<file path="config.mk">
export PLATFORM = sky130hd
export DESIGN_NAME = sclk_frame_rx_flat
export DESIGN_NICKNAME = d
export VERILOG_FILES = /design/src/rtl/sclk_link_pkg.sv /design/src/rtl/sclk_frame_rx_if.sv /design/src/rtl/sig_sync_edge.sv /design/src/rtl/sclk_frame_rx.sv /design/src/flat_wrapper.sv
export SDC_FILE = /design/constraint.sdc
export NUM_CORES = 1
export LEC_CHECK = 0
export CORE_MARGIN = 2
export CORE_UTILIZATION = 25
export CTS_CLUSTER_DIAMETER = 120
export CTS_CLUSTER_SIZE = 40
export DETAILED_ROUTE_END_ITERATION = 10
export PLACE_DENSITY_LB_ADDON = 0.25
export SYNTH_ARGS = -nofsm -noshare
export SYNTH_HDL_FRONTEND = slang
export SYNTH_SLANG_ARGS = --single-unit
</file>
<file path="constraint.sdc">
create_clock -name clk -period 2.43 [get_ports clk]
set_input_delay 0.486 -clock clk [delete_from_list [all_inputs] [get_ports clk]]
set_output_delay 0.486 -clock clk [all_outputs]
set_load 0.01 [all_outputs]
</file>
<file path="src/rtl/sclk_link_pkg.sv">
// Frame constants and FSM state encoding shared by the synchronous serial link
// transmitter and receiver.
package sclk_link_pkg;

    localparam logic START_BIT   = 1'b0;
    localparam logic STOP_BIT    = 1'b1;
    localparam logic PARITY_EVEN = 1'b1;
    localparam logic MSB_FIRST   = 1'b1;

    typedef enum logic [1:0] {
        IDLE   = 2'd0,
        DATA   = 2'd1,
        PARITY = 2'd2,
        STOP   = 2'd3
    } link_state_e;

endpackage

</file>
<file path="src/rtl/sclk_frame_rx_if.sv">
// Valid/ready word interface between the serial frame receiver and its consumer.
interface sclk_frame_rx_if #(
    parameter int DATA_W = 16
);
    logic [DATA_W-1:0] rx_data;
    logic              rx_valid;
    logic              rx_ready;

    modport master (output rx_data, output rx_valid, input rx_ready);
    modport slave  (input rx_data, input rx_valid, output rx_ready);
endinterface

</file>
<file path="src/rtl/sig_sync_edge.sv">
// Multi-flop synchroniser for an asynchronous input with a registered rising-edge pulse.
module sig_sync_edge #(
    parameter int SYNC_STAGES = 2
) (
    input  logic clk,
    input  logic rst_n,
    input  logic din,
    output logic rise
);
    logic [SYNC_STAGES-1:0] sync;
    logic                   sync_d;

    // Loaded with 1 so an idle-high line never produces a spurious edge out of reset.
    always_ff @(posedge clk) begin
        if (!rst_n) begin
            sync   <= '1;
            sync_d <= 1'b1;
            rise   <= 1'b0;
        end else begin
            sync   <= {sync[SYNC_STAGES-2:0], din};
            sync_d <= sync[SYNC_STAGES-1];
            rise   <= sync[SYNC_STAGES-1] & ~sync_d;
        end
    end
endmodule

</file>
<file path="src/rtl/sclk_frame_rx.sv">
// Synchronous serial link receiver: frames rxsd on rxck rising edges, checks parity/stop,
// and hands each good word to a valid/ready consumer with sticky error flags.
module sclk_frame_rx
    import sclk_link_pkg::*;
#(
    parameter int DATA_W      = 16,
    parameter int SYNC_STAGES = 2,
    parameter int TIMEOUT     = 1024
) (
    input  logic                   clk,
    input  logic                   rst_n,
    input  logic                   rxsd,
    input  logic                   rxck,
    sclk_frame_rx_if.master        rx,
    output logic                   parity_err,
    output logic                   frame_err,
    output logic                   overrun,
    output logic [7:0]             frame_cnt,
    output logic                   busy
);
    localparam int CW = $clog2(DATA_W + 1);
    localparam int TW = $clog2(TIMEOUT + 1);

    logic                 rck_rise;
    logic [SYNC_STAGES:0] sd_pipe;
    logic                 sd;
    link_state_e          state, state_nxt;
    logic [CW-1:0]        bit_cnt;
    logic [TW-1:0]        to_cnt;
    logic [DATA_W-1:0]    shreg;
    logic                 par_bit;
    logic                 par_good;
    logic                 timed_out;
    logic                 shift_en, par_en, commit, perr_set, ferr_set;
    logic                 good;

    sig_sync_edge #(.SYNC_STAGES(SYNC_STAGES)) u_ck_sync (
        .clk  (clk),
        .rst_n(rst_n),
        .din  (rxck),
        .rise (rck_rise)
    );

    // One flop longer than the bare synchroniser so data lines up with the registered edge pulse.
    always_ff @(posedge clk) begin
        if (!rst_n) sd_pipe <= '1;
        else        sd_pipe <= {sd_pipe[SYNC_STAGES-1:0], rxsd};
    end
    assign sd = sd_pipe[SYNC_STAGES];

    assign par_good  = ((^{shreg, par_bit}) == !PARITY_EVEN);
    assign timed_out = (state != IDLE) && (to_cnt == TW'(TIMEOUT));
    assign busy      = (state != IDLE);

    always_ff @(posedge clk) begin
        if (!rst_n) state <= IDLE;
        else        state <= state_nxt;
    end

    always_comb begin
        state_nxt = state;
        shift_en  = 1'b0;
        par_en    = 1'b0;
        commit    = 1'b0;
        perr_set  = 1'b0;
        ferr_set  = 1'b0;
        if (timed_out) begin
            state_nxt = IDLE;
            ferr_set  = 1'b1;
        end else if (rck_rise) begin
            case (state)
                IDLE: begin
                    if (sd == START_BIT) state_nxt = DATA;
                end
                DATA: begin
                    shift_en = 1'b1;
                    if (bit_cnt == CW'(DATA_W - 1)) state_nxt = PARITY;
                end
                PARITY: begin
                    par_en    = 1'b1;
                    state_nxt = STOP;
                end
                STOP: begin
                    state_nxt = IDLE;
                    if (sd != STOP_BIT) ferr_set = 1'b1;
                    else if (par_good)  commit   = 1'b1;
                    else                perr_set = 1'b1;
                end
                default: state_nxt = IDLE;
            endcase
        end
    end

    // Frame assembly: shift register, bit counter and the mid-frame watchdog.
    always_ff @(posedge clk) begin
        if (!rst_n) begin
            bit_cnt <= '0;
            to_cnt  <= '0;
            shreg   <= '0;
            par_bit <= 1'b0;
            good    <= 1'b0;
        end else begin
            good <= commit;
            if (state == IDLE)  bit_cnt <= '0;
            else if (shift_en)  bit_cnt <= bit_cnt + CW'(1);
            if (state == IDLE || rck_rise)   to_cnt <= '0;
            else if (to_cnt != TW'(TIMEOUT)) to_cnt <= to_cnt + TW'(1);
            if (shift_en)
                shreg <= MSB_FIRST ? {shreg[DATA_W-2:0], sd} : {sd, shreg[DATA_W-1:1]};
            if (par_en) par_bit <= sd;
        end
    end

    // An accept coinciding with a commit frees the slot, so the new word loads without overrun.
    always_ff @(posedge clk) begin
        if (!rst_n) begin
            rx.rx_data  <= '0;
            rx.rx_valid <= 1'b0;
            frame_cnt   <= '0;
            parity_err  <= 1'b0;
            frame_err   <= 1'b0;
            overrun     <= 1'b0;
        end else begin
            if (perr_set) parity_err <= 1'b1;
            if (ferr_set) frame_err  <= 1'b1;
            if (good) begin
                if (!rx.rx_valid || rx.rx_ready) begin
                    rx.rx_data  <= shreg;
                    rx.rx_valid <= 1'b1;
                    frame_cnt   <= frame_cnt + 8'd1;
                end else begin
                    overrun <= 1'b1;
                end
            end else if (rx.rx_valid && rx.rx_ready) begin
                rx.rx_valid <= 1'b0;
            end
        end
    end
endmodule

</file>
<file path="src/flat_wrapper.sv">
// flat-port wrapper written by rule: the top's interface ports become plain ports
module sclk_frame_rx_flat import sclk_link_pkg::*;
#(
    parameter int DATA_W      = 16,
    parameter int SYNC_STAGES = 2,
    parameter int TIMEOUT     = 1024
)
  (clk, rst_n, rxsd, rxck, parity_err, frame_err, overrun, frame_cnt, busy, rx_rx_data, rx_rx_valid, rx_rx_ready);
  sclk_frame_rx_if #(.DATA_W(DATA_W)) rx_i ();
  input  logic clk;
  input  logic rst_n;
  input  logic rxsd;
  input  logic rxck;
  output logic parity_err;
  output logic frame_err;
  output logic overrun;
  output logic [7:0] frame_cnt;
  output logic busy;
  output wire logic [$bits(rx_i.rx_data)-1:0] rx_rx_data;
  output wire logic [$bits(rx_i.rx_valid)-1:0] rx_rx_valid;
  input wire logic [$bits(rx_i.rx_ready)-1:0] rx_rx_ready;
  assign rx_rx_data = rx_i.rx_data;
  assign rx_rx_valid = rx_i.rx_valid;
  assign rx_i.rx_ready = rx_rx_ready;
  sclk_frame_rx #(.DATA_W(DATA_W), .SYNC_STAGES(SYNC_STAGES), .TIMEOUT(TIMEOUT)) u_core (.clk(clk), .rst_n(rst_n), .rxsd(rxsd), .rxck(rxck), .rx(rx_i), .parity_err(parity_err), .frame_err(frame_err), .overrun(overrun), .frame_cnt(frame_cnt), .busy(busy));
endmodule
</file>
## Word-level counts from Yosys, hierarchy flattened

Cells that the tools add are included.

- Bitwise gates (word level): 7
- Reduce and logical (&&, ||, !) cells: 17
- Mux-type cells: 22
- Equal/unequal tests: 9
- $add $sub $neg: 3

Operators by type and width:

| cell | number |
|---|---|
| 1-bit 2-to-1 mux | 19 |
| 17-bit XOR reduction | 1 |
| 11-bit by 1-bit adder with 11-bit output, second input constant | 1 |
| 11-bit == test, second input constant | 1 |
| 11-bit != test, second input constant | 1 |
| 8-bit by 1-bit adder with 8-bit output, second input constant | 1 |
| 2-bit case mux with 4 select lines | 1 |
| 1-bit NOT | 6 |
| 2-bit AND reduction | 3 |
| 2-bit OR reduction | 3 |
| 5-bit by 1-bit adder with 5-bit output, second input constant | 1 |
| 5-bit by 4-bit == test with 1-bit output, second input constant | 1 |
| 5-bit OR reduction | 1 |
| 2-bit == test, second input constant | 2 |
| 2-bit 2-to-1 mux | 2 |
| 2-bit != test, second input constant | 2 |
| 2-bit nonzero test | 2 |
| 3-bit AND reduction | 1 |
| 2-bit by 1-bit == test with 1-bit output, second input constant | 1 |
| 1-bit logical AND | 2 |
| 2-bit logical NOT | 1 |
| 1-bit logical OR | 2 |
| 2-bit by 1-bit != test with 1-bit output, second input constant | 1 |
| 1-bit AND | 1 |
| 1-bit logical NOT | 1 |

- Input port bits: 5
- Logic and storage cells: 74
- Register bits after elaboration: 71
- Output and inout port bits: 29

## Depth between registers and ports, before layout

Gate-level depths: netlist (run 1).

- Word-level depth: 6
- Depth in mapped cells: 9
- Depth with buffers taken out: 7

## By module

From an unflattened synthesis (run 1), not the netlist that was laid out.

- Cells, all modules: 310
- Area total of the unflattened synthesis: 3020.4 um2

Modules (own cells, without submodules):

| module | instances | cells each | area an instance (um2) | sequential area each (um2) |
|---|---|---|---|---|
| sclk_frame_rx | 1 | 302 | 2912.8 | 1341.3 |
| sig_sync_edge | 1 | 8 | 107.6 | 80.1 |

## Worst setup path after synthesis (run 1)

No wires, ideal clock.

- Kind: register to register
- Start point: register u_core.state[0]
- End point: register u_core.to_cnt[6]
- Library setup time: 0.064 ns
- Setup slack: 0.557 ns
- Stages on the path, launching flop included: 10
- Required time: 2.366 ns
- Period minus slack after synthesis: 1.873 ns
- Path buffers: 2
- Data arrival time: 1.809 ns
- Path through: dfxtp_1 inv_1 ha_1 clkbuf_1 inv_1 nand2_1 or2_2 clkbuf_1 or2b_1 nor2_1

- Longest elaborated chain between the ends: 3

RTL lines:

| item | RTL line | text |
|---|---|---|
| start, declared | sclk_frame_rx.sv:27 | `link_state_e state, state_nxt;` |
| start signal, assigned | sclk_frame_rx.sv:57 | `else state <= state_nxt;` |
| 2-bit logical NOT | sclk_frame_rx.sv:106 | `if (state == IDLE \|\| rck_rise) to_cnt <= '0;` |
| 1-bit logical OR | sclk_frame_rx.sv:106 |  |
| 2-bit OR reduction (no line) | - |  |
| end signal, assigned | sclk_frame_rx.sv:107 | `else if (to_cnt != TW'(TIMEOUT)) to_cnt <= to_cnt + TW'(1);` |
| end, declared | sclk_frame_rx.sv:29 | `logic [TW-1:0] to_cnt;` |

Every way passes these cells.
A chain may end at the register's enable or synchronous reset.

## Final worst setup path (run 1)

- Start point: register u_core.state[0]
- End point: output port busy

- Longest elaborated chain between the ends: 1

RTL lines:

| item | RTL line | text |
|---|---|---|
| 2-bit nonzero test | sclk_frame_rx.sv:53 | `assign busy = (state != IDLE);` |
| end, declared | flat_wrapper.sv:18 | `output logic busy;` |

Every way passes these cells.

==> summary.md, run 1 <==
| Metric | Value |
|---|---|
| Status | `completed` |
| Hold Path End | `u_core.u_ck_sync.rise` |
| Total number of vias | `roughly 2100` |
| Syn Std Cell Area | `a little over 0.003 mm2` |
| Kind of start point of the critical path | `register` |
| Area contributors post-synth | `dfxtp_1, xnor2_1, mux2i_1, nand2_1, a21boi_0` |
| RSZ-0062 raised after global routing | `no` |
| GRT Max-Usage Layer | `met2` |
| Hold/Removal Path Class | `register to register` |
| CP arrival | `1.79 ns` |
| Layout Nets | `363` |
| Layout cells sized above 1 | `0.0791` |
| VDD IR-drop max | `just under 0.4 mV` |
| Ys Warns | `0` |
| Top_reg_cell synth | `dfxtp_1` |
| Max Freq | `approximately 0.44 GHz` |
| Vias in the first global route | `between 2000 and 2500` |
| Ant. Diodes | `0` |
| Syn-to-layout area delta | `28.0%` |
| # Post-CTS Setup Buffers | `0` |
| Largest net degree at the start of global routing | `54` |
| Tcrit/Tclk final | `0.937` |
| TritonCTS clock tree | `done` |
| WP buf/inv | `3` |
| Synth Register Bits | `between 70 and 80` |
| Routing usage on met1 | `0.117` |
| HPWL after DPL | `3770 um` |
| Sequential share of the synthesized area | `0.470` |
| Minimum clock period | `2.28 ns` |
| Number of I/O port buffers | `33` |
| CP top delay family | `buffers and inverters` |
| Worst path slowest cell | `clkdlybuf4s50_1` |
| Yosys cell types | `36` |
| Most frequent cells in the layout | `dfxtp_1, nand2_1, clkdlybuf4s50_1` |
| Hold Path Stages | `1` |
| Initial DRC count | `between 50 and 60` |
| Worst-Skew Late Latency | `roughly 0.33 ns` |
| GPL Wtd Cong | `0.709` |
| Worst Path Required | `1.94 ns` |
| Final hold violation count | `0` |
| Rel. slew slack | `0.688` |
| Final ANT Viol Nets | `0` |
| Synth Net Count | `327` |
| Final setup fails | `0` |
| H-tree depth | `3` |
| WL final | `~5500 um` |
| Fill cell count | `about 1200` |
| Slew Viols, Final | `0` |
| Final worst slack | `0.154 ns` |
| R2R Setup Slk | `~0.50 ns` |
| Total negative slack | `0 ns` |
| Max-cap viol count | `0` |
| Io pins | `34` |
| Power Density | `727 mW/mm2` |
| Critical R2R Launch | `u_core.to_cnt[2]` |
| Critical setup path kind | `register to output pin` |
| Worst-path cell chain | `inv_1 -> ha_1 -> inv_1 -> clkdlybuf4s50_1` |
| # hold bufs at CTS | `0` |
| Overall routing resource usage | `0.0925` |
| Cells on worst reg2reg path | `6` |
| Synth top area share | `0.470` |
| Site Rows | `40` |
| First-pass GRT wire length | `between 9000 and 10000 um` |
| Critical Path Most Common Cell | `inv_1` |
| Worst Tran Pin Value | `0.468 ns` |
| Wirelength per Cell | `about 11 um` |
| Post-Synthesis Mean Instance Area | `a little under 10 um2` |
| CTS Root Buffer Type | `clkbuf_16` |
| CTS resizes | `0` |
| Die Width | `between 100 and 150 um` |
| Clock Sink Count | `slightly above 70` |
| Min-delay src | `u_core.u_ck_sync.sync_d` |
| TritonRoute pass-1 iters | `4` |
| Worst reg2reg path endpoint | `u_core.shreg[1]` |
| Gate Count Post-Synth | `around 310` |
| M3 GR Usage | `0.0345` |
| CTS Buffer Depth | `2` |
| Leading area contributor after synthesis | `dfxtp_1` |
| Clock skew | `approximately 0.0064 ns` |
| Die Y | `114 um` |
| Worst-path clk slew | `around 0.050 ns` |
| Core Area | `about 0.012 mm2` |
| GRT met2 Usage | `0.148` |
| Pleak | `between 0.001 and 0.0015 uW` |
| Via density | `approximately 4.2` |
| Post-synth EDFFs | `0` |
| Slowest Stage Delay on Critical Path | `0.55 ns` |
| Initial Util | `0.254` |
| DRC | `0` |
| CP Max Fanout | `7` |
| Async SR Flop Fraction | `0` |
| Die area | `between 0.01 and 0.015 mm2` |
| Initial antenna violation count | `0` |
| Num CTS Buffers | `9` |
| Total gr overflow | `0` |
| Dpl ws | `about 0.37 ns` |
| Crit. End Element | `output pin` |
| Most common cell after layout, fill and taps aside | `dfxtp_1` |
## through the flow
step / util / total power (uW) / cell area [um2] / hold WS [ns] / std cells
finish: 0.325 / 2810 / 3870 / 0.385 / 501
floorplan: - / 1220 / 3020 / 0.367 / 313
CTS: 0.325 / 2850 / 3870 / 0.386 / 501
global placement: 0.294 / 1230 / 3500 / 0.376 / 485
detailed placement: 0.294 / 1230 / 3500 / 0.378 / 485
global route: 0.325 / 2900 / 3870 / 0.394 / 501
## worst reg2reg max path, delay by kind of cell, from the launching register on
family          cells  cell delay (ns)
flops               1             0.35
compound gates      1             0.20
simple gates        3             0.68
buf+inv             1             0.36
mux                 1             0.25
## registers in the layout, summed over array words and instances, names as in the netlist
signal                   count
u_core.parity_err            1
u_core.u_ck_sync.sync        2
u_core.par_bit               1
u_core.sd_pipe               3
u_core.u_ck_sync.sync_d      1
u_core.rx.rx_valid           1
u_core.shreg                16
u_core.overrun               1
u_core.good                  1
u_core.frame_cnt             8
u_core.u_ck_sync.rise        1
u_core.to_cnt               11
u_core.rx.rx_data           16
u_core.bit_cnt               5
u_core.frame_err             1
u_core.state                 2
## routing by layer
layer | vias to the layer above | part of all wire | routed length (um)
li1 | 1102 | - | -
met1 | 951 | 0.50 | 2740
met2 | 30 | 0.46 | 2530
met3 | 7 | 0.040 | 220
met4 | 0 | 0.0087 | 48
met5 | - | 0 | 0
## final cells by class
type | instances | area [um2] | area share
clock buffers | 9 | 225 | 0.0582
clock inverters | 7 | 145 | 0.0375
inverters | 7 | 26.3 | 0.00679
multi-input cells | 222 | 1500 | 0.387
flip-flops and latches | 71 | 1420 | 0.367
well taps | 147 | 184 | 0.0475
repair buffers | 38 | 368 | 0.0951
## synthesized netlist by cell type, drive strengths merged (3+ instances only)
cell type  count
dfxtp         71
nand2         46
a21oi          5
o21ai          4
nor2          21
inv            7
ha             9
and3           6
a21boi        18
xor2           7
xnor2         23
and2           7
nand4          3
nand2b         8
nor2b         19
mux2i         19
or3            3
clkbuf        11
nand3          8
## where the power goes
group | total, uW | switching, uW | internal, uW
sequential | 1170 | 2.37 | 1170
combinational | 32.0 | 14.8 | 17.2
clock | 1610 | 501 | 1110
total | 2810 | 519 | 2290
## how the worst max path moves through the flow
| stage | slack (ns) | startpoint | to | depth (start not counted) |
|---|---|---|---|---|
| finish | 0.15 | u_core.state[0] | busy | 4 |
| detailed placement | 0.37 | rst_n | u_core.parity_err | 5 |
| CTS | 0.13 | u_core.state[0] | busy | 4 |
| global route | 0.06 | u_core.state[1] | busy | 4 |
| global placement | 0.39 | rst_n | u_core.parity_err | 5 |
| floorplan | 0.56 | u_core.state[0] | u_core.to_cnt[6] | 9 |
## cells by family (layout without fill, tap and decap cells)
family,Yosys count,count (layout),share of synthesized area
compound gates,33,33,0.0799
mux,20,20,0.0666
buf+inv,20,61,0.0339
xor+xnor,31,31,0.0944
fa+ha+maj,9,9,0.0373
flops,71,71,0.470
simple gates,129,129,0.218
Note: power is estimated with default switching activity, not from simulation.
==> inputs of run 2 (changes only) <==
--- a/config.mk
+++ b/config.mk
@@ -6,11 +6,12 @@
 export NUM_CORES = 1
 export LEC_CHECK = 0
 export CORE_MARGIN = 2
-export CORE_UTILIZATION = 25
+export CORE_UTILIZATION = 55
 export CTS_CLUSTER_DIAMETER = 120
 export CTS_CLUSTER_SIZE = 40
 export DETAILED_ROUTE_END_ITERATION = 10
 export PLACE_DENSITY_LB_ADDON = 0.25
+export SLEW_MARGIN = 30
 export SYNTH_ARGS = -nofsm -noshare
 export SYNTH_HDL_FRONTEND = slang
 export SYNTH_SLANG_ARGS = --single-unit
==> constraint.sdc (replaced) <==
create_clock -name clk -period 2.1 [get_ports clk]
set_input_delay 0.42 -clock clk [delete_from_list [all_inputs] [get_ports clk]]
set_output_delay 0.42 -clock clk [all_outputs]
set_load 0.01 [all_outputs]
==> summary.md, run 2 (synthesis results as in run 1) <==
| Metric | Value |
|---|---|
| RSZ-0062 raised after global routing | `no` |
| Total negative slack | `0 ns (unchanged)` |
| TritonRoute pass-1 iters | `4 (unchanged)` |
| Final hold violation count | `0 (unchanged)` |
| # hold bufs at CTS | `0 (unchanged)` |
| Initial Util | `0.581 (+0.327)` |
| Kind of start point of the critical path | `register` |
| Final ANT Viol Nets | `0 (unchanged)` |
| Worst Tran Pin Value | `0.449 ns (-0.0194 ns)` |
| Max Freq | `~0.55 GHz` |
| Worst-Skew Late Latency | `0.34 ns (about the same)` |
| TritonCTS clock tree | `done` |
| Final setup fails | `0 (unchanged)` |
| Fill cell count | `433 (-65%)` |
| # Post-CTS Setup Buffers | `0 (unchanged)` |
| Layout Nets | `365 (+0.55%)` |
| CTS Root Buffer Type | `clkbuf_8` |
| Final worst slack | `0.268 ns (+0.115 ns)` |
| Tcrit/Tclk final | `0.872` |
| CP arrival | `2.06 ns (+0.27 ns)` |
| Critical setup path kind | `register to register` |
| Post-route cell area | `0.00363 mm2 (-6.0%)` |
| Max-cap viol count | `0 (unchanged)` |
| Dpl ws | `0.165 ns (-0.203 ns)` |
| Worst-path cell chain | `nor4_2 -> nand4_4 -> o211ai_4 -> buf_12 -> mux2i_1 -> nor2b_1` |
| Most common cell after layout, fill and taps aside | `dfxtp_1` |
| Clock skew | `0.00630 ns (-0.000114 ns)` |
| CP top delay family | `simple AND/OR/NAND/NOR gates` |
| Initial antenna violation count | `0 (unchanged)` |
| Largest regs | `u_core.rx.rx_data x16, u_core.shreg x16, u_core.to_cnt x11` |
| Worst Path Required | `2.33 ns (+0.39 ns)` |
| Ant. Diodes | `0 (unchanged)` |
| WP buf/inv | `1 (-2)` |
| GPL Wtd Cong | `0.775 (+9.2%)` |
| Die Width | `78.1 um (-31%)` |
| Placed cell area | `0.00344 mm2 (-1.6%)` |
| Core Area | `0.00520 mm2 (-56%)` |
| H-tree depth | `3 (unchanged)` |
| Vias in the first global route | `1958 (-5.7%)` |
| Clock Sink Count | `71 (unchanged)` |
| DRC | `0 (unchanged)` |
| Layout cells sized above 1 | `0.0843 (+0.00517)` |
| Wirelength per Cell | `12.1 um (+9.2%)` |
| Num CTS Buffers | `9 (unchanged)` |
| Syn-to-layout area delta | `20.2%` |
| Overall routing resource usage | `0.186 (+0.0935)` |
| First-pass GRT wire length | `8850 um (-8.4%)` |
| CTS resizes | `1 (+1)` |
| Worst-path clk slew | `0.07 ns (+0.02 ns)` |
| Io pins | `34 (unchanged)` |
| Rel. slew slack | `0.698 (+0.00978)` |
| Crit. End Element | `register` |
| Most frequent cells in the layout | `dfxtp_1, nand2_1, clkdlybuf4s50_1` |
| CP Max Fanout | `24 (+17)` |
| Initial DRC count | `90 (+70%)` |
| Minimum clock period | `about 1.8 ns` |
| Number of I/O port buffers | `33 (unchanged)` |
| CTS Buffer Depth | `2 (unchanged)` |
| Pleak | `0.00141 uW (-3.2%)` |
| Slew Viols, Final | `0 (unchanged)` |
| Hold/Removal Path Class | `register to register` |
| VDD IR-drop max | `0.541 mV (+41%)` |
| Site Rows | `26 (-35%)` |
| Die Y | `78.1 um (-31%)` |
| Worst path slowest cell | `nor4_2` |
| WL final | `5140 um (-7.2%)` |
| HPWL after DPL | `3490 um (-7.3%)` |
| Via density | `5.01 (+20%)` |
| Status | `completed` |
| Die area | `0.00611 mm2 (-53%)` |
| Total gr overflow | `0 (unchanged)` |
| Total number of vias | `2134 (+2.1%)` |
| Largest net degree at the start of global routing | `54 (unchanged)` |
| Power Density | `666 mW/mm2 (-8.4%)` |
| Slowest Stage Delay on Critical Path | `0.38 ns (-0.17 ns)` |
-- run 2: cell count changes in the layout (fill, tap and decap cells not counted), sizes merged --
cell           before  now
clkinvlp            1    0
clkdlybuf4s50      33   32
clkinv              2    3
buf                 5    7
dlygate4sd2         0    1
bufinv              4    0
clkbuf              9   13
-- run 2: power breakdown --
group	switching, uW	leakage [uW]	internal (uW)
logic	16.4	0.000733	22.2
registers	2.38	0.000573	1350
clock network	478	0.000105	552
-- run 2: path summary, 6_finish.rpt --
| check | startpoint | endpoint | slack (ns) | cells past startpoint |
|---|---|---|---|---|
| setup / recovery | u_core.to_cnt[6] | u_core.shreg[10] | 0.27 | 6 |
| hold / removal | u_core.u_ck_sync.sync_d | u_core.u_ck_sync.rise | 0.38 | 1 |
| setup reg to reg | u_core.to_cnt[6] | u_core.shreg[10] | 0.27 | 6 |
| hold reg to reg | u_core.u_ck_sync.sync_d | u_core.u_ck_sync.rise | 0.38 | 1 |
-- run 2: per-stage QoR --
step / power (uW) / cells / utilization / hold slack, ns
3_3_place_gp: 1420 / 410 / 0.661 / 0.371
3_5_place_dp: 1420 / 410 / 0.661 / 0.381
2_1_floorplan: 1410 / 313 / - / 0.367
4_1_cts: 2450 / 426 / 0.698 / 0.389
5_1_grt: 2510 / 426 / 0.698 / 0.424
6_report: 2420 / 426 / 0.698 / 0.385
-- run 2: layout make-up --
class                           count  area [um2]  area share
Clock buffer                       13         179      0.0492
Clock inverter                      3        15.0     0.00413
Inverter                            7        26.3     0.00723
Multi-Input combinational cell    222        1500       0.412
Sequential cell                    71        1420       0.391
Tap cell                           70        87.6      0.0241
Timing Repair Buffer               40         407       0.112
-- run 2: per-layer routing --
layer	vias up	wire, um	track usage
met1	987	2440	0.230
met4	0	91	0.0895
met3	9	209	0.0540
met5	-	0	0
met2	34	2400	0.298
li1	1104	-	-
==> inputs of run 3 (changes only) <==
--- a/config.mk
+++ b/config.mk
@@ -11,7 +11,8 @@
 export CTS_CLUSTER_SIZE = 40
 export DETAILED_ROUTE_END_ITERATION = 10
 export PLACE_DENSITY_LB_ADDON = 0.25
-export SLEW_MARGIN = 30
+export SKIP_CTS_REPAIR_TIMING = 1
+export SLEW_MARGIN = 20
 export SYNTH_ARGS = -nofsm -noshare
 export SYNTH_HDL_FRONTEND = slang
 export SYNTH_SLANG_ARGS = --single-unit
==> summary.md, run 3 (synthesis results as in run 1) <==
| Metric | Value |
|---|---|
| Most common cell after layout, fill and taps aside | `dfxtp_1` |
| Critical setup path kind | `register to register` |
| Switch Pwr | `496 uW (about the same)` |
| Overall routing resource usage | `0.186 (unchanged)` |
| Cells on worst reg2reg path | `6 (unchanged)` |
| Critical R2R Launch | `u_core.to_cnt[6]` |
| Highest routing layer actually used | `met4` |
| Reg power frac | `0.559 (about the same)` |
| Min-delay src | `u_core.u_ck_sync.sync_d` |
| Pleak | `0.00142 uW (+0.98%)` |
| Placed cell count | `410 (unchanged)` |
| Number of I/O port buffers | `33 (unchanged)` |
| R2R Setup Slk | `0.26 ns (about the same)` |
| Core Area | `0.00520 mm2 (unchanged)` |
| Met3 wire len | `212 um (+1.4%)` |
| Initial antenna violation count | `0 (unchanged)` |
| Worst-path clk slew | `0.07 ns (about the same)` |
| Slew Viols, Final | `0 (unchanged)` |
| Hold slack | `0.385 ns (+0.000180 ns)` |
| Clk pwr share | `0.425 (about the same)` |
| Hold/Removal Path Class | `register to register` |
| Io pins | `34 (unchanged)` |
| Switch share | `0.205 (about the same)` |
| HPWL after DPL | `3490 um (unchanged)` |
| WL final | `5140 um (about the same)` |
| CP Max Fanout | `24 (unchanged)` |
| First-pass GRT wire length | `8850 um (unchanged)` |
| Max Freq | `0.545 GHz (-0.21%)` |
| Total gr overflow | `0 (unchanged)` |
| Post-route cell area | `0.00364 mm2 (+0.10%)` |
| Via density | `5.01 (about the same)` |
| CTS Root Buffer Type | `clkbuf_8` |
| Hold Path End | `u_core.u_ck_sync.rise` |
| Die Y | `78.1 um (unchanged)` |
| DRC | `0 (unchanged)` |
| Hold Path Stages | `1 (unchanged)` |
| Tcrit/Tclk final | `0.874 (+0.00185)` |
| Max-cap viol count | `0 (unchanged)` |
| Final hold violation count | `0 (unchanged)` |
| Layout cells sized above 1 | `0.0843 (unchanged)` |
| Fill cell count | `433 (unchanged)` |
| Minimum clock period | `1.84 ns (+0.00389 ns)` |
| Initial Util | `0.581 (unchanged)` |
| Util after Layout | `0.699 (+0.000721)` |
| Final ANT Viol Nets | `0 (unchanged)` |
| Num CTS Buffers | `9 (unchanged)` |
| Total negative slack | `0 ns (unchanged)` |
| Worst reg2reg path endpoint | `u_core.shreg[10]` |
| Worst Tran Pin Value | `0.449 ns (unchanged)` |
| Crit. End Element | `register` |
| Die area | `0.00611 mm2 (unchanged)` |
| Total number of vias | `2135 (+0.047%)` |
| Seq. cell area | `0.00142 mm2 (unchanged)` |
| Worst Path Required | `2.33 ns (about the same)` |
| TritonRoute pass-1 iters | `4 (unchanged)` |
| Site Rows | `26 (unchanged)` |
| Die Width | `78.1 um (unchanged)` |
| Kind of start point of the critical path | `register` |
| Clock Sink Count | `71 (unchanged)` |
| CTS Buffer Depth | `2 (unchanged)` |
| Largest net degree at the start of global routing | `54 (unchanged)` |
| Multi-input gate area | `0.00150 mm2 (unchanged)` |
| GPL Wtd Cong | `0.775 (unchanged)` |
| Syn-to-layout area delta | `20.4%` |
| Initial DRC count | `90 (unchanged)` |
| Placed cell area | `0.00344 mm2 (unchanged)` |
| Clock skew | `0.00587 ns (-0.000432 ns)` |
| Worst-Skew Late Latency | `0.34 ns (about the same)` |
| Status | `completed` |
| Wirelength per Cell | `12.1 um (about the same)` |
| Met2 wire length | `2400 um (about the same)` |
| Layout Nets | `365 (unchanged)` |
| P_int | `1930 uW (about the same)` |
| VDD IR-drop max | `0.541 mV (about the same)` |
| Most frequent cells in the layout | `dfxtp_1, nand2_1, clkdlybuf4s50_1` |
| Power Density | `665 mW/mm2 (-0.12%)` |
| CP arrival | `2.06 ns (about the same)` |
| Largest regs | `u_core.rx.rx_data x16, u_core.shreg x16, u_core.to_cnt x11` |
| WL met1 | `2440 um (-0.12%)` |
| TritonCTS clock tree | `done` |
| RSZ-0062 raised after global routing | `no` |
| Final setup fails | `0 (unchanged)` |
| Comb power frac | `0.016 (about the same)` |
| H-tree depth | `3 (unchanged)` |
| Layout Cells excl Fill | `426 (unchanged)` |
| Ant. Diodes | `0 (unchanged)` |
| Rel. slew slack | `0.698 (unchanged)` |
| Vias in the first global route | `1958 (unchanged)` |
[run 3: per-stage QoR]
step	power, uW	setup slack (ns)
6_report	2420	0.264
5_1_grt	2510	0.0966
4_1_cts	2450	-0.0248
3_5_place_dp	1420	0.165
3_3_place_gp	1420	0.192
2_1_floorplan	1410	0.227
[run 3: worst max-delay path, stage by stage (launching register included)]
cell,delay (ns)
dfxtp_1,0.35
nor4_2,0.38
nand4_4,0.23
o211ai_4,0.23
buf_12,0.21
mux2i_1,0.23
nor2b_1,0.08
[run 3: worst max-delay path by stage]
stage | slack (ns) | start | to
5_1_grt | 0.1 | u_core.to_cnt[2] | u_core.parity_err
4_1_cts | -0.02 | u_core.state[0] | busy
6_report | 0.26 | u_core.to_cnt[6] | u_core.shreg[10]
3_3_place_gp | 0.19 | rx_rx_ready | u_core.frame_cnt[5]
3_5_place_dp | 0.16 | rx_rx_ready | u_core.frame_cnt[5]
2_1_floorplan | 0.23 | u_core.state[0] | u_core.to_cnt[6]
[run 3: area by class of cell]
cell class,count,share of cell area
Multi-Input combinational cell,222,0.412
Tap cell,70,0.0241
Clock inverter,3,0.00413
Inverter,7,0.00722
Clock buffer,13,0.0492
Sequential cell,71,0.391
Timing Repair Buffer,40,0.113
[run 3: power groups by stage]
stage | clock network (uW) | registers [uW] | logic [uW]
6_report | 1030 | 1350 | 38.6
2_1_floorplan | 0 | 1380 | 24.6
4_1_cts | 1060 | 1350 | 39.3
3_5_place_dp | 0 | 1380 | 39.4
3_3_place_gp | 0 | 1380 | 38.9
5_1_grt | 1120 | 1350 | 42.5
[run 3: metal layers]
layer | global-route usage | vias to the layer above
met2 | 0.298 | 34
met4 | 0.0895 | 0
met1 | 0.230 | 988
met5 | 0 | -
li1 | - | 1104
met3 | 0.0540 | 9
==> RTL edit 1: new RTL, config.mk and constraints of run 1 <==
`MSB_FIRST`: 1'b1 -> 1'b0.
--- a/src/rtl/sclk_link_pkg.sv
+++ b/src/rtl/sclk_link_pkg.sv
@@ -5,7 +5,7 @@
     localparam logic START_BIT   = 1'b0;
     localparam logic STOP_BIT    = 1'b1;
     localparam logic PARITY_EVEN = 1'b1;
-    localparam logic MSB_FIRST   = 1'b1;
+    localparam logic MSB_FIRST   = 1'b0;
 
     typedef enum logic [1:0] {
         IDLE   = 2'd0,
Formal check against the unedited RTL: same outputs for any inputs over 10 cycles, from zero or initial values and one cycle with rst_n low; that may be too few to reach the edited logic, so the function may still have changed.
==> RTL edit 1 against run 1 <==
Setup slack gained 0.017 ns; fmax is 0.77% higher; area after synthesis decreased by 0.41%; utilization shrank 0.53 points; first-iteration DRC count rose by 66%; total power decreased by 11%; critical path depth unchanged; cell area down 2.0%; synthesized cell count fell by 0.32%; sequential share of layout area increased by 0.76 points; combinational power is essentially flat; non-clock buffer count is 1 lower; sequential cell count did not move; wire length grew 0.42%; critical path type unchanged; largest cell class unchanged; largest power group unchanged; highest routed layer unchanged.
==> RTL edit 1: results (changes against run 1) <==
synth_area_leaders: "dfxtp_1 (47%), xnor2_1 (6.7%), mux2i_1 (6.3%)"
p_int_w: 0.00203  # -12%
power_frac_seq: 0.467  # +0.051
cellPowerDensity_nw_per_um2: 662  # -9.0%
vdd_drop_max_v: 0.000271  # -29%
synth-seq-area-share: 0.472  # +0.00195
synth.distinct_cells: 35  # -2.8%
vias_per_cell: 4.18  # +0.22%
grt_pass1_vias: 2006  # -3.4%
gr-usage-all-layers: 0.0947  # +0.00218
cellLeakagePower_nw: 1.42  # -2.5%
nets: 361  # -0.55%
dp_hpwl_microns: 3780  # +0.40%
ys_top_cells_by_count: "dfxtp_1 (71), nand2_1 (46), xnor2_1 (23)"
power_frac_clock: 0.520  # -0.053
drt_iter0_drc: 88  # +66%
drive_gt1_frac: 0.0712  # -0.00787
grt_pass1_wl_microns: 9430  # -2.5%
gp_congestion: 0.742  # +4.6%
worstMarginPinSlew_ns: 0.456  # -0.0124 ns
firstDrtPassIters: 3  # -1
placed_area_sq_um: 3490  # -0.21%
status: "finished, final reports clean"
synthCells: 312  # -0.32%
syn_nets: 326  # -0.31%
dp.cells: 483  # -0.41%
arrival_ns: 1.77  # -0.02 ns
path_max_fanout: 8  # +1
## RTL edit 1: critical path, cell delays in order (launching register included)
cell and delay (ns):
dfxtp_1 0.36, inv_1 0.09, ha_1 0.32, inv_1 0.13, clkdlybuf4s50_1 0.54
## RTL edit 1: through the flow
step                       util  worst slack, ns
final                     0.320            0.171
after global placement    0.294            0.383
after global routing      0.320           0.0383
after detailed placement  0.294            0.382
after floorplan               -            0.614
after CTS                 0.320            0.143
## RTL edit 1: routing by layer
layer,track usage,part of all wire
met5,0,0
met4,0.0463,0.021
met3,0.0430,0.045
met2,0.135,0.42
met1,0.121,0.51
## RTL edit 1: cells by family after synthesis
kind of cell | synth area share
muxes | 0.0669
DFF | 0.472
and+or+nand+nor | 0.217
AOI/OAI and AO/OA | 0.0798
buffers and inverters | 0.0287
xor gates and xnor gates | 0.0977
adders and majority gates | 0.0374
## RTL edit 1: path summary, 6_finish.rpt
check | startpoint | endpoint | slack, ns
max reg2reg | u_core.to_cnt[6]$_SDFFE_PP0P_ | u_core.shreg[10]$_SDFFE_PN0P_ | 0.49
max | u_core.state[0]$_SDFFE_PP0P_ | busy | 0.17
min reg2reg | u_core.u_ck_sync.sync_d$_SDFF_PN1_ | u_core.u_ck_sync.rise$_SDFF_PN0_ | 0.38
min | u_core.u_ck_sync.sync_d$_SDFF_PN1_ | u_core.u_ck_sync.rise$_SDFF_PN0_ | 0.38
## RTL edit 1: layout make-up
class / instances / area (sq um)
Multi-Input combinational cell: 222 / 1500
Fill cell: 1232 / 8070
Timing Repair Buffer: 37 / 360
Sequential cell: 71 / 1420
Clock inverter: 3 / 42.5
Inverter: 6 / 22.5
Clock buffer: 12 / 256
Tap cell: 147 / 184
==> RTL edit 2: new RTL, config.mk and constraints of run 1 <==
Made on the original files. The 4 states of `link_state_e` get a one-hot encoding in 4 bits.
--- a/src/rtl/sclk_link_pkg.sv
+++ b/src/rtl/sclk_link_pkg.sv
@@ -7,11 +7,11 @@
     localparam logic PARITY_EVEN = 1'b1;
     localparam logic MSB_FIRST   = 1'b1;
 
-    typedef enum logic [1:0] {
-        IDLE   = 2'd0,
-        DATA   = 2'd1,
-        PARITY = 2'd2,
-        STOP   = 2'd3
+    typedef enum logic [3:0] {
+        IDLE   = 4'b0001,
+        DATA   = 4'b0010,
+        PARITY = 4'b0100,
+        STOP   = 4'b1000
     } link_state_e;
 
 endpackage
Function: same outputs for any inputs over 10 cycles, from zero or initial values and one cycle with rst_n low; not proved beyond that.
==> RTL edit 2 against run 1 <==
Cell area decreased by 1.7%; non-clock buffer count rose by 2; die area increased by 0.52%; setup slack worse by 0.024 ns; area after synthesis grew 0.54%; wire length is 3.1% higher; clock power is 20% lower; sequential cell count increased by 2; clock skew about the same; count of clock-buffer cells in the layout rose by 1; total power decreased by 11%.
==> RTL edit 2: results (changes against run 1) <==
status: "finished, final reports clean"
grt_max_degree: 44  # -19%
synth_area_leaders: "dfxtp_1 (48%), mux2i_1 (6.3%), nor2_1 (6.1%)"
firstDrtPassIters: 4  # unchanged
nets: 376  # +3.6%
critPathMaxStageDelay_ns: 0.60  # +0.05 ns
drt_iter0_drc: 115  # +120%
cellLeakagePower_nw: 1.34  # -8.1%
gr-usage-all-layers: 0.0960  # +0.00350
grt_pass1_wl_microns: 9980  # +3.3%
crit_family: "simple AND/OR/NAND/NOR gates"
vdd_drop_max_v: 0.000277  # -28%
synthCells: 329  # +5.1%
skew_ns: 0.00639  # -0.0000263 ns
cpMaxStageDelayCell: "or4b_4"
syn_nets: 339  # +3.7%
arrival_ns: 1.81  # +0.02 ns
dp_hpwl_microns: 3920  # +4.1%
post_drt_wl_per_cell_microns: 11.0  # -0.10%
dp.cells: 502  # +3.5%
slew-limit-headroom: 0.589  # -0.0986
finalCritPeriodShare: 0.946  # +0.00969
grt_pass1_vias: 2251  # +8.4%
ys_top_cells_by_count: "dfxtp_1 (73), nor2_1 (49), nand2_1 (46)"
vias_per_cell: 4.36  # +4.4%
finalNonFillerCells: 517  # +3.2%
gp_congestion: 0.750  # +5.7%
drive_gt1_frac: 0.0730  # -0.00612
synth.distinct_cells: 40  # +11%
port_buffers: 33  # unchanged
synth_ff_type: "dfxtp_1"
synth-seq-area-share: 0.481  # +0.0107
==> RTL edit 2: timing repair <==
item	4_1_cts	5_1_grt
setup endpoints to repair	0	1
gates resized for setup	0	1
hold buffers	0	0
==> RTL edit 2: metrics by stage <==
step | utilization | cell area [sq um] | power, W | setup slack [ns]
after floorplan | - | 3040 | 0.00125 | 0.542
after global placement | 0.294 | 3510 | 0.00126 | 0.414
after detailed placement | 0.294 | 3510 | 0.00126 | 0.394
after CTS | 0.317 | 3800 | 0.00256 | 0.0303
after global routing | 0.318 | 3800 | 0.00261 | 0.0684
final | 0.318 | 3800 | 0.00251 | 0.130
==> RTL edit 2: worst register-to-register path: stages (launching register included) <==
cell	delay, ns
dfxtp_1	0.36
or4b_4	0.60
nand4b_4	0.17
and3_1	0.20
buf_4	0.23
mux2i_1	0.23
nor2_1	0.05
==> RTL edit 2: power breakdown <==
group          internal, W  leakage [nW]  total (W)  switching, W
logic            0.0000119         0.608  0.0000305     0.0000186
clock network     0.000788         0.142    0.00128      0.000489
registers          0.00120         0.589    0.00120    0.00000254
==> RTL edit 2: path summary, 6_finish.rpt <==
kind                                                    startpoint                          endpoint  slack (ns)
worst max-delay path                  u_core.state[1]$_SDFFE_PP0P_                              busy        0.13
worst min-delay path            u_core.u_ck_sync.sync_d$_SDFF_PN1_  u_core.u_ck_sync.rise$_SDFF_PN0_        0.38
worst max register to register        u_core.state[1]$_SDFFE_PP0P_     u_core.shreg[12]$_SDFFE_PN0P_        0.46
worst min register to register  u_core.u_ck_sync.sync_d$_SDFF_PN1_  u_core.u_ck_sync.rise$_SDFF_PN0_        0.38
==> RTL edit 2: area by class of cell <==
class / instances / area [sq um]
Multi-Input combinational cell: 236 / 1460
Timing Repair Buffer: 40 / 383
Tap cell: 147 / 184
Inverter: 6 / 22.5
Clock inverter: 5 / 57.6
Fill cell: 1241 / 8160
Sequential cell: 73 / 1460
Clock buffer: 10 / 229
==> RTL edit 2: logic make-up (layout without fill, tap and decap cells) <==
kind of cell    Yosys count  after routing  share of synthesized area
simple gates            148            148                      0.239
compound gates           33             33                     0.0601
buf+inv                  20             61                     0.0387
mux                      19             19                     0.0626
fa+ha+maj                 5              5                     0.0206
flops                    73             73                      0.481
xor+xnor                 31             31                     0.0984
==> RTL edit 2: per-layer routing <==
layer | vias up | track usage | share of wire
met1 | 1035 | 0.111 | 0.49
met5 | - | 0 | 0
li1 | 1168 | - | -
met3 | 10 | 0.0381 | 0.048
met2 | 39 | 0.157 | 0.45
met4 | 0 | 0.0439 | 0.019
